<file path="config.mk">
export PLATFORM = sky130hd
export DESIGN_NAME = branch_resolve_unit
export DESIGN_NICKNAME = d
export VERILOG_FILES = /design/src/rtl/branch_resolve_unit.sv
export SDC_FILE = /design/constraint.sdc
export NUM_CORES = 1
export LEC_CHECK = 0
export ABC_AREA = 1
export CAP_MARGIN = 15
export CORE_MARGIN = 2
export CORE_UTILIZATION = 33
export CTS_CLUSTER_DIAMETER = 30
export DETAILED_ROUTE_END_ITERATION = 16
export GPL_ROUTABILITY_DRIVEN = 0
export PLACE_DENSITY = 0.84
export SYNTH_ARGS = -nofsm -noshare
export SYNTH_HDL_FRONTEND = slang
export SYNTH_SLANG_ARGS = --single-unit
</file>
<file path="constraint.sdc">
create_clock -name clk -period 1.68 [get_ports clk]
set_input_delay 0.336 -clock clk [delete_from_list [all_inputs] [get_ports clk]]
set_output_delay 0.336 -clock clk [all_outputs]
set_load 0.02 [all_outputs]
</file>
<file path="src/rtl/branch_resolve_unit.sv">
// Resolves RV64 conditional branches and trains a BHT of 2-bit saturating counters.
// Defining BRANCH_STATS_EN adds saturating branch/mispredict counter outputs.
module branch_resolve_unit #(
  parameter int XLEN        = 64,
  parameter int PC_W        = 64,
  parameter int BHT_ENTRIES = 16
`ifdef BRANCH_STATS_EN
  ,
  parameter int STAT_W      = 32
`endif
) (
  input  logic            clk,
  input  logic            reset,
  input  logic [PC_W-1:0] pred_pc,
  output logic            pred_taken,
  input  logic            branch,
  input  logic            flush,
  input  logic [PC_W-1:0] br_pc,
  input  logic [2:0]      funct,
  input  logic [XLEN-1:0] ReadData1,
  input  logic [XLEN-1:0] ReadData2,
  input  logic            predicted_taken,
  output logic            resolve_valid,
  output logic            switch_branch,
  output logic            mispredict,
  output logic            illegal_funct
`ifdef BRANCH_STATS_EN
  ,
  output logic [STAT_W-1:0] branch_count,
  output logic [STAT_W-1:0] mispredict_count
`endif
);

  localparam int IDX_W = $clog2(BHT_ENTRIES);

  logic [1:0]       bht_q [BHT_ENTRIES];
  logic [1:0]       bhtNext_d;
  logic [IDX_W-1:0] predIdx;
  logic [IDX_W-1:0] brIdx;
  logic             isEqual;
  logic             lessSigned;
  logic             lessUnsigned;
  logic             taken;
  logic             legal;
  logic             fire;
  logic             train;
  logic             resolveValid_q, switchBranch_q, mispredict_q, illegalFunct_q;
  logic             resolveValid_d, switchBranch_d, mispredict_d, illegalFunct_d;
  logic             unusedPcBits;

  assign predIdx = pred_pc[IDX_W+1:2];
  assign brIdx   = br_pc[IDX_W+1:2];
  assign unusedPcBits = ^{pred_pc[PC_W-1:IDX_W+2], pred_pc[1:0],
                          br_pc[PC_W-1:IDX_W+2], br_pc[1:0]};

  // Reads the registered counter, so a same-index update this cycle is not yet visible.
  assign pred_taken = bht_q[predIdx][1];

  always_comb begin
    isEqual      = (ReadData1 == ReadData2);
    lessSigned   = ($signed(ReadData1) < $signed(ReadData2));
    lessUnsigned = (ReadData1 < ReadData2);
    taken        = 1'b0;
    legal        = 1'b1;
    case (funct)
      3'b000:  taken = isEqual;
      3'b001:  taken = !isEqual;
      3'b100:  taken = lessSigned;
      3'b101:  taken = !lessSigned;
      3'b110:  taken = lessUnsigned;
      3'b111:  taken = !lessUnsigned;
      default: legal = 1'b0;
    endcase
  end

  always_comb begin
    fire           = branch && !flush;
    train          = fire && legal;
    resolveValid_d = fire;
    illegalFunct_d = fire && !legal;
    switchBranch_d = train && taken;
    mispredict_d   = train && (taken != predicted_taken);
    bhtNext_d      = bht_q[brIdx];
    if (taken && bht_q[brIdx] != 2'b11) begin
      bhtNext_d = bht_q[brIdx] + 2'd1;
    end else if (!taken && bht_q[brIdx] != 2'b00) begin
      bhtNext_d = bht_q[brIdx] - 2'd1;
    end
  end

  always_ff @(posedge clk or posedge reset) begin
    if (reset) begin
      resolveValid_q <= 1'b0;
      switchBranch_q <= 1'b0;
      mispredict_q   <= 1'b0;
      illegalFunct_q <= 1'b0;
    end else begin
      resolveValid_q <= resolveValid_d;
      switchBranch_q <= switchBranch_d;
      mispredict_q   <= mispredict_d;
      illegalFunct_q <= illegalFunct_d;
    end
  end

  // Counters restart weakly not-taken.
  always_ff @(posedge clk or posedge reset) begin
    if (reset) begin
      for (int i = 0; i < BHT_ENTRIES; i++) begin
        bht_q[i] <= 2'b01;
      end
    end else if (train) begin
      bht_q[brIdx] <= bhtNext_d;
    end
  end

  assign resolve_valid = resolveValid_q;
  assign switch_branch = switchBranch_q;
  assign mispredict    = mispredict_q;
  assign illegal_funct = illegalFunct_q;

`ifdef BRANCH_STATS_EN
  logic [STAT_W-1:0] branchCount_q;
  logic [STAT_W-1:0] mispredictCount_q;

  always_ff @(posedge clk or posedge reset) begin
    if (reset) begin
      branchCount_q     <= '0;
      mispredictCount_q <= '0;
    end else if (train) begin
      if (branchCount_q != {STAT_W{1'b1}}) begin
        branchCount_q <= branchCount_q + STAT_W'(1);
      end
      if (taken != predicted_taken && mispredictCount_q != {STAT_W{1'b1}}) begin
        mispredictCount_q <= mispredictCount_q + STAT_W'(1);
      end
    end
  end

  assign branch_count     = branchCount_q;
  assign mispredict_count = mispredictCount_q;
`endif

endmodule

</file>
==> flow_metrics.py <==
metrics = {
    "status": {
        "outcome": "finished with violations",
        "violations": "negative setup slack",
    },
    "floorplan": {
        "die-width_um": 113.6,
        "num_rows": 40,
        "ios": 269,
        "core_um2": 11860,
        "die_area_um2": 12900,
        "start_util_pct": 33.42,
        "die_h_um": 113.6,
    },
    "placement": {
        "placed_area_um2": 6008,
        "dp.cells": 920,
        "port_buffers": 148,
        "dpl.hpwl_um": 9147,
    },
    "timing": {
        "rsz0062_at_grt": "true",
        "fin_setup_tns_ns": -22.32,
        "setup_slack_ns": -0.6948,
        "fin_skew_ns": 0.006813,
        "fin_crit_sh_pct": 141.4,
        "maxSlewViolCount": 0,
        "fin_crit_ns": 2.375,
        "clock.fmax_ghz": 0.4211,
        "tightest_slew_ns": 0.4569,
        "final_hold_viol_count": 0,
        "relSlewSlack_pct": 69.22,
        "setup_viol_count_final": 35,
    },
    "logic_synthesis": {
        "synth_cell_types": 29,
        "postSynthCellCount": 597,
        "ys.flop_type": "dfrtp_1",
        "ys_ff_latch": 36,
        "muxShareOfSynthArea_pct": 1.010,
        "synthSimpleGateAreaFrac_pct": 31.19,
        "synth_adder_area_share_pct": 20.83,
        "avgSynthCellArea_um2": 6.640,
        "synth_fp_nets": 927,
        "synth_warnings": 0,
        "synth_edf_count": 0,
        "syn_area_um2": 3964,
        "ys_seq_area_share_pct": 23.23,
        "synth_compound_gate_area_share_pct": 10.92,
        "synth_xor_xnor_area_share_pct": 0,
        "ys_async_sr_fraction_pct": 100.0,
        "synth_top_family_by_area": "simple AND/OR/NAND/NOR gates",
    },
    "worst_hold_path": {
        "hold_class": "primary input to asynchronous set/reset pin",
    },
    "power": {
        "p_leak_uw": 0.003366,
        "cellPowerDensity_nw_per_um2": 608.1,
        "finalPower_uw": 4176,
        "peakVddDrop_uv": 371.4,
    },
    "grt": {
        "antenna_found_initial": 1,
        "grt.overflow.total": 0,
        "grt_pass1_vias": 4835,
        "grt_start_max_net_pins": 37,
        "grt.total_usage_pct": 20.84,
        "grt_pass1_wl_um": 21910,
    },
    "setup_path": {
        "crit_type": "primary input to register",
        "r2r-end": "bht_q[1]",
        "cp-start-kind": "primary input",
        "reg2reg_slack_ns": -0.49,
        "reg2reg_depth": 13,
        "worstPathCellList": "clkdlybuf4s15_2, ha_4, a21oi_2, nand2_1, a21oi_2, nand2_1, nand2_1, nand2_2, nor2_4, nand2_1, nand3_2, nand4_1, nand2_2, nand3_4, nand2_8, nand2_2, nand2_2",
        "slowest_stage": "ha_4",
        "max_stage_delay_ns": 0.26,
        "arrival_ns": 2.59,
        "r2r-start": "bht_q[14]",
        "worst-path-max-fanout": 8,
        "end_kind": "register",
        "crit_required_ns": 1.90,
    },
    "run": {
        "max-cap-violations": 0,
    },
    "routing": {
        "drt-pass1-iter-count": 9,
        "drc": 0,
        "ant_nets": 0,
        "drt_iter0_drc": 202,
        "vias_per_cell": 4.849,
        "wl_per_cell_um": 14.63,
        "vias": 4568,
        "wirelength_um": 13790,
    },
    "clocking": {
        "cts_max_path_buffers": 2,
        "numCtsBuffers": 5,
        "ctsHoldBuffers": 0,
        "clk_root_buffer_cell": "clkbuf_16",
        "insertion_delay_ns": 0.28,
        "cts.sinks": 36,
        "cts_tree": "done",
        "cts_htree_levels": 2,
        "clk_pin_slew_worst_paths_ns": 0.05,
    },
    "finish": {
        "layout-drive-gt1-share_pct": 53.90,
        "final_common_cell": "nand2_1",
        "fillCellCount": 986,
        "areaGrowthSynthToFinish_pct": 73.23,
        "layoutNonFillerInstCount": 942,
        "fin_area_um2": 6867,
        "final_cell_mix": "nand2_1 (132), buf_2 (91), nand2_2 (72)",
        "nets": 1123,
    },
}
-- how the worst max path moves through the flow --
stage,to,from,slack (ns),cells after the start
floorplan,bht_q[1],ReadData2[63],-0.54,21
detailed placement,bht_q[8],ReadData2[63],-1.33,23
CTS,bht_q[1],ReadData2[63],-0.55,21
global route,bht_q[1],ReadData2[51],-0.89,21
finish,bht_q[1],ReadData1[27],-0.69,17
global placement,bht_q[1],ReadData2[63],-1.24,21
-- kinds of logic after synthesis --
logic type               Yosys count
AND/OR/NAND/NOR                  289
buffers and inverters            129
AO/OA/AOI/OAI                     73
adder cells (fa/ha/maj)           66
flip-flops                        36
multiplexers                       4
-- power by group --
part	switching, µW	internal (µW)	total (µW)
logic	1070	897	1970
clock network	337	697	1030
registers	105	1070	1170
-- Yosys cell counts, drive strengths merged, types with 2 or more instances --
cell,count,area share [%]
a21o,3,0.57
a21oi,32,4.0
a22oi,16,3.0
buf,3,0.88
dfrtp,20,13
dfstp,16,11
ha,66,21
inv,126,12
mux2i,4,1.0
nand2,218,23
nand3,11,1.8
nand4,5,0.79
nor2,52,5.6
nor3,2,0.25
o211ai,2,0.38
o21a,2,0.38
o21ai,15,1.9
-- metrics by stage --
stage | hold slack (ns) | utilization (%) | setup WS (ns)
floorplan | 0.4065 | - | -0.5398
global placement | 0.4541 | 50.65 | -1.240
detailed placement | 0.4574 | 50.65 | -1.327
CTS | 0.4180 | 56.51 | -0.5522
global route | 0.4332 | 57.89 | -0.8906
finish | 0.4000 | 57.89 | -0.6948
-- cell type report --
| type | instances | area (µm²) | share of cell area, % |
|---|---|---|---|
| multi-input cells | 434 | 3722 | 54.21 |
| repair buffers | 190 | 1375 | 20.03 |
| flip-flops and latches | 36 | 920.9 | 13.41 |
| inverters | 126 | 498.0 | 7.252 |
| well taps | 147 | 183.9 | 2.679 |
| clock buffers | 6 | 128.9 | 1.877 |
| clock inverters | 2 | 35.03 | 0.5102 |
| diodes | 1 | 2.502 | 0.03644 |
-- layer usage --
metal | track usage [%] | share of wire (%)
met5 | 0 | 0
met4 | 8.293 | 4.0
met3 | 3.773 | 6.2
met2 | 38.12 | 51
met1 | 23.99 | 39
-- worst max-delay path: cells and delay by family --
kind	cells	cell delay [ns]
adders and majority gates	1	0.26
AOI/OAI and AO/OA	2	0.27
and+or+nand+nor	13	1.51
buffers and inverters	1	0.20
-- state kept, by name, indices dropped and copies added (netlist names) --
name / count
resolve_valid: 1
mispredict: 1
bht_q: 32
switch_branch: 1
illegal_funct: 1
-- what timing repair did --
action / in CTS / in global routing
buffers inserted: 10 / 1
endpoints found under the setup margin: 35 / 35
gates resized for setup: 636 / 48
pin swaps: 156 / 56
cloned: 4 / 0
(Power assumes the default switching activity.)
